$ cat src/rtl/cpu_pkg.sv
// Shared encodings for the CPU load path: access sizes and memory data register states.
package cpu_pkg;

  localparam logic [1:0] SZ_BYTE = 2'b00;
  localparam logic [1:0] SZ_HALF = 2'b01;
  localparam logic [1:0] SZ_WORD = 2'b10;

  typedef enum logic {
    ST_IDLE = 1'b0,
    ST_WAIT = 1'b1
  } mdr_state_e;

endpackage

$ cat src/rtl/mem_data_reg_load_extend.sv
// Combinational sub-word extraction: picks a byte/halfword at a byte offset and
// sign- or zero-extends it to WIDTH; word accesses pass through unshifted.
module load_extend
  import cpu_pkg::*;
#(
  parameter int WIDTH = 32,
  localparam int OFF_W = $clog2(WIDTH/8)
) (
  input  logic [WIDTH-1:0] data_i,
  input  logic [1:0]       size_i,
  input  logic             sign_ext_i,
  input  logic [OFF_W-1:0] byte_off_i,
  output logic [WIDTH-1:0] result_o
);

  logic [WIDTH-1:0] shifted;

  // Logical shift: bytes moved past the top fill with zero, so odd halfword offsets are benign.
  assign shifted = data_i >> {byte_off_i, 3'b000};

  always_comb begin
    result_o = data_i;
    case (size_i)
      SZ_BYTE: result_o = {{(WIDTH-8){sign_ext_i & shifted[7]}}, shifted[7:0]};
      SZ_HALF: result_o = {{(WIDTH-16){sign_ext_i & shifted[15]}}, shifted[15:0]};
      default: result_o = data_i;
    endcase
  end

endmodule

$ cat src/rtl/mem_data_reg.sv
// Memory data register: loads from the CPU bus or from memory through a req/ack
// handshake with a wait-state timeout and sub-word extraction.
module mem_data_reg
  import cpu_pkg::*;
#(
  parameter int WIDTH   = 32,
  parameter int TIMEOUT = 15,
  localparam int OFF_W  = $clog2(WIDTH/8),
  localparam int CNT_W  = $clog2(TIMEOUT+1)
) (
  input  logic             clk,
  input  logic             clr_n,
  input  logic             enable,
  input  logic [WIDTH-1:0] BusMuxOut,
  input  logic             read,
  input  logic [1:0]       size,
  input  logic             sign_ext,
  input  logic [OFF_W-1:0] byte_off,
  input  logic [WIDTH-1:0] Mdatain,
  input  logic             mem_ack,
  output logic             mem_rd,
  output logic [WIDTH-1:0] MDRout,
  output logic             busy,
  output logic             done,
  output logic             timeout_err
);

  mdr_state_e       state_q;
  logic [WIDTH-1:0] mdr_q;
  logic [CNT_W-1:0] cnt_q;
  logic [1:0]       size_q;
  logic             sign_ext_q;
  logic [OFF_W-1:0] byte_off_q;
  logic             busy_q;
  logic             done_q;
  logic             terr_q;
  logic [WIDTH-1:0] load_d;

  // Extraction uses the fields captured when the read was accepted, not the live inputs.
  load_extend #(.WIDTH(WIDTH)) u_load_extend (
    .data_i     (Mdatain),
    .size_i     (size_q),
    .sign_ext_i (sign_ext_q),
    .byte_off_i (byte_off_q),
    .result_o   (load_d)
  );

  always_ff @(posedge clk) begin
    if (!clr_n) begin
      state_q    <= ST_IDLE;
      mdr_q      <= '0;
      cnt_q      <= '0;
      size_q     <= SZ_WORD;
      sign_ext_q <= 1'b0;
      byte_off_q <= '0;
      busy_q     <= 1'b0;
      done_q     <= 1'b0;
      terr_q     <= 1'b0;
    end else begin
      done_q <= 1'b0;
      case (state_q)
        ST_IDLE: begin
          if (read) begin
            state_q    <= ST_WAIT;
            busy_q     <= 1'b1;
            size_q     <= size;
            sign_ext_q <= sign_ext;
            byte_off_q <= byte_off;
            cnt_q      <= '0;
            terr_q     <= 1'b0;
          end else if (enable) begin
            mdr_q <= BusMuxOut;
          end
        end
        ST_WAIT: begin
          // An ack always wins over the timeout check on the same cycle.
          if (mem_ack) begin
            mdr_q   <= load_d;
            state_q <= ST_IDLE;
            busy_q  <= 1'b0;
            done_q  <= 1'b1;
          end else if (cnt_q == CNT_W'(TIMEOUT-1)) begin
            state_q <= ST_IDLE;
            busy_q  <= 1'b0;
            terr_q  <= 1'b1;
          end else begin
            cnt_q <= cnt_q + CNT_W'(1);
          end
        end
        default: begin
          state_q <= ST_IDLE;
          busy_q  <= 1'b0;
        end
      endcase
    end
  end

  assign mem_rd      = busy_q;
  assign busy        = busy_q;
  assign done        = done_q;
  assign timeout_err = terr_q;
  assign MDRout      = mdr_q;

endmodule

$ cat config.mk
export PLATFORM = sky130hd
export DESIGN_NAME = mem_data_reg
export DESIGN_NICKNAME = d
export VERILOG_FILES = /design/src/rtl/cpu_pkg.sv /design/src/rtl/mem_data_reg_load_extend.sv /design/src/rtl/mem_data_reg.sv
export SDC_FILE = /design/constraint.sdc
export NUM_CORES = 1
export LEC_CHECK = 0
export ABC_AREA = 1
export BUFFER_PORTS_ARGS = -buffer_cell sky130_fd_sc_hd__buf_2
export CAP_MARGIN = 20
export CELL_PAD_IN_SITES_DETAIL_PLACEMENT = 1
export CELL_PAD_IN_SITES_GLOBAL_PLACEMENT = 2
export CORE_ASPECT_RATIO = 1.1
export CORE_MARGIN = 2
export CORE_UTILIZATION = 23
export CTS_BUF_LIST = sky130_fd_sc_hd__clkbuf_4
export DETAILED_ROUTE_END_ITERATION = 7
export MAX_ROUTING_LAYER = met4
export PLACE_DENSITY = 0.89
export SYNTH_ARGS = -nofsm -noshare
export SYNTH_HDL_FRONTEND = slang
export SYNTH_SLANG_ARGS = --single-unit
$ cat constraint.sdc
create_clock -name clk -period 1.2 [get_ports clk]
set_input_delay 0 -clock clk [delete_from_list [all_inputs] [get_ports clk]]
set_output_delay 0 -clock clk [all_outputs]
set_load 0.1 [all_outputs]
==> metrics.txt <==
run status=finished with violations; violations in the final reports=negative hold slack, negative setup slack; basic-gate share of the synthesized area counting and, or, nand and nor cells=around 30%; share of the synthesized area in the top cell type=33.15%; number of buffers inserted during clock tree synthesis=5; Layout Area Growth over Synthesis=87.20%; clock latency on the worst-skew pair=~380 ps; clock skew=~18 ps; net load switching power=between 0.002 and 0.0025 W; TritonCTS clock tree=built; most frequent cells after synthesis=sky130_fd_sc_hd__nand2_1 (92), sky130_fd_sc_hd__a21oi_1 (77), sky130_fd_sc_hd__o21ai_0 (47); GRT overflow=0; count of pins on the block boundary=between 100 and 150; maximum fanout along the worst path=8; length of the first detailed-routing pass in iterations=4; startpoint class of the critical path=flop; worst rel slew slack=about 60%; time the final worst path needs with I/O delays and setup=between 1000 and 1500 ps; drt first-iter violations=about 170; post-synthesis share of cell area spent on xor and xnor gates=0%; setup slack of the critical path after layout=-273.4 ps; complex-gate fraction of the synthesized area=25.83%; HPWL after detailed placement=about 8300 um; worst hold slack after final layout=-11.36 ps; adder-cell area share of the yosys netlist=less than 1%; Max H-tree Level=2; Yosys warning total=0; cell with the most instances after synthesis=sky130_fd_sc_hd__nand2_1; number of filler cells placed in the layout=1451; number of vias in the routed layout=approximately 3700; initial core utilization=23.65%; main combinational cell family by area after synthesis=simple AND/OR/NAND/NOR gates; critical path arrival=roughly 1800 ps; Port Buf Inserts=109; die boundary height=118.0 um; Site Rows=41; multiplexer share of the synthesized area=0%; biggest area contributors in the synthesized netlist=sky130_fd_sc_hd__dfxtp_1 (33%), sky130_fd_sc_hd__a21oi_1 (14%), sky130_fd_sc_hd__nand2_1 (13%), sky130_fd_sc_hd__o21ai_0 (8.7%), sky130_fd_sc_hd__nand3_1 (6.4%); clock edge transition at the registers on the reported setup and hold paths=between 100 and 150 ps; VDD IR-drop max=about 0.67 mV; post-synthesis instance area=approximately 0.0027 mm2; utilization after layout=44.27%; deepest clock path buffer count=2; Fmax achieved=slightly below 0.7 GHz; Int Pwr=between 0.002 and 0.003 W; area enclosed by the die boundary=0.01270 mm2; total count of max-transition violations in the final report=0; nets in the synthesized netlist=around 500; number of synthesized flops with an enable pin=0; Final Cycle Share=122.8%; setup repair after global routing missed its margin=yes; Power Total=0.005142 W; capturing element type of the critical path=flop; gpl congestion=0.8316; share of the yosys chip area belonging to registers=about a third; core outline area=between 0.01 and 0.015 mm2; total track usage=roughly a fifth; first-pass GRT wire length=18800 um; flip-flop and latch count after synthesis=45; number of nets in the final layout=694; Most used DFF post-synth=sky130_fd_sc_hd__dfxtp_1; async set or reset register ratio after synthesis=0%; WS Path Type=flop to flop; vias in the first global route=3731; pin count of the biggest net entering global routing=44; Hold Fails Final Rpt=1; number of endpoints failing setup at the final stage=36; Avg WL per Cell=17.42 um; power per standard cell area=about 1000 mW/mm2; Mapped Cells=420; CP Data Required Time=approximately 1500 ps; Least-Margin Pin Slew=between 500 and 600 ps; mean instance size in the synthesized netlist=~6.5 um2; switching share of power=45.73%; post-route ant nets=0; count of distinct cell types in the synthesized netlist=26; leading area contributor after synthesis=sky130_fd_sc_hd__dfxtp_1; portion of total power attributed to sequential cells=between 30% and 40%; hold crit path type=primary input to flop; wirelength, routed=about 13000 um; clock network power share=between 10% and 20%; antenna violations before repair=0; sink count of the clock tree=45; relative contribution of combinational cells to total power=between 50% and 60%; detailed-route vias per instance=4.823; share of layout cells above drive strength 1=52.18%; # diodes=0; leak pwr=approximately 2.3 nW; clock root cell=sky130_fd_sc_hd__clkbuf_4; remaining design rule violation count=0; number of maximum-capacitance constraint violations=0; chip width=107.6 um
what timing repair did:
action	CTS	global route
hold buffers	46	1
pin swaps	9	38
cloned	2	10
setup buffers	9	10
endpoints found under the setup margin	41	52
hold endpoints to repair	37	1
gates resized for setup	35	120
power by group through the flow:
stage                     Combinational, W  Clock (W)  Sequential (W)
final                              0.00260   0.000804         0.00174
after global routing               0.00274   0.000900         0.00176
after CTS                          0.00221   0.000850         0.00173
after detailed placement           0.00197          0         0.00176
after global placement             0.00195          0         0.00175
after floorplan                   0.000673          0         0.00253
stage by stage:
stage	worst slack (ps)	TNS [ps]	cell area [um2]	hold slack [ps]	cells
detailed placement	-292.6	-8524	3692	245.2	687
CTS	-192.9	-5605	4425	-152.5	751
global route	-361.4	-10630	5087	5.169	769
floorplan	-115.6	-2599	2840	122.7	420
global placement	-195.8	-5112	3692	239.9	687
finish	-273.4	-7695	5087	-11.36	769
cell type report:
class | count | area, um2 | share of cell area, %
clock inverter | 2 | 15.01 | 0.2951
sequential | 45 | 944.7 | 18.57
timing repair buffer | 220 | 1778 | 34.95
tap | 150 | 187.7 | 3.689
inverter | 29 | 131.4 | 2.582
clock buffer | 6 | 45.04 | 0.8854
multi-input combinational | 317 | 1986 | 39.03
kinds of logic (layout without fill, tap and decap cells):
logic type,Yosys count,after routing
simple gates,179,180
compound gates,135,135
buf+inv,59,257
flops,45,45
fa+ha+maj,2,2
flip-flops by register name, indices dropped and copies added, names as in the netlist:
register / count
byte_off_q: 2
sign_ext_q: 1
timeout_err: 1
cnt_q: 4
done: 1
busy: 1
MDRout: 32
size_q: 2
state_q: 1
worst paths after layout:
| kind | start | end | depth (start not counted) | slack (ps) |
|---|---|---|---|---|
| max | byte_off_q[0] | MDRout[15] | 9 | -270 |
| min | BusMuxOut[22] | MDRout[22] | 4 | -10 |
| max reg2reg | byte_off_q[0] | MDRout[15] | 9 | -270 |
| min reg2reg | MDRout[11] | MDRout[11] | 2 | 480 |
worst max-delay path: stages, from the launching register on:
cell	delay, ps
sky130_fd_sc_hd__dfxtp_4	390
sky130_fd_sc_hd__buf_4	140
sky130_fd_sc_hd__nand2_1	60
sky130_fd_sc_hd__nand3_1	120
sky130_fd_sc_hd__nand2_2	120
sky130_fd_sc_hd__nand3_4	130
sky130_fd_sc_hd__clkbuf_16	220
sky130_fd_sc_hd__nand3_1	80
sky130_fd_sc_hd__nand2_1	60
sky130_fd_sc_hd__a21oi_2	100
cell usage in the layout, fill, tap and decap left out, types with 2 or more instances in the layout:
cell type	n
sky130_fd_sc_hd__inv_2	3
sky130_fd_sc_hd__nor2_2	4
sky130_fd_sc_hd__nor2_4	8
sky130_fd_sc_hd__inv_8	2
sky130_fd_sc_hd__dlygate4sd3_1	47
sky130_fd_sc_hd__buf_2	90
sky130_fd_sc_hd__buf_12	5
sky130_fd_sc_hd__nand2_1	79
sky130_fd_sc_hd__o211ai_1	8
sky130_fd_sc_hd__nand2_4	2
sky130_fd_sc_hd__o21ai_2	8
sky130_fd_sc_hd__buf_6	9
sky130_fd_sc_hd__a21oi_4	3
sky130_fd_sc_hd__buf_4	46
sky130_fd_sc_hd__o21ai_0	30
sky130_fd_sc_hd__nand2_2	12
sky130_fd_sc_hd__dfxtp_1	16
sky130_fd_sc_hd__clkinvlp_4	2
sky130_fd_sc_hd__a211oi_2	2
sky130_fd_sc_hd__dfxtp_2	26
sky130_fd_sc_hd__nor2_1	17
sky130_fd_sc_hd__a21oi_2	25
sky130_fd_sc_hd__nand3_1	18
sky130_fd_sc_hd__inv_1	21
sky130_fd_sc_hd__clkbuf_16	6
sky130_fd_sc_hd__or2_2	17
sky130_fd_sc_hd__nand3_4	7
sky130_fd_sc_hd__nand3_2	13
sky130_fd_sc_hd__a21oi_1	49
sky130_fd_sc_hd__clkbuf_4	21
sky130_fd_sc_hd__o21ai_1	8
sky130_fd_sc_hd__dfxtp_4	3
layer usage:
| metal | vias to the layer above | global-route usage [%] | routed length (um) |
|---|---|---|---|
| met4 | 0 | 3.846 | 164 |
| met3 | 15 | 2.326 | 649 |
| li1 | 1800 | - | - |
| met5 | - | - | 0 |
| met2 | 105 | 33.10 | 6940 |
| met1 | 1789 | 23.09 | 5645 |
Note: power is estimated with default switching activity, not from simulation.
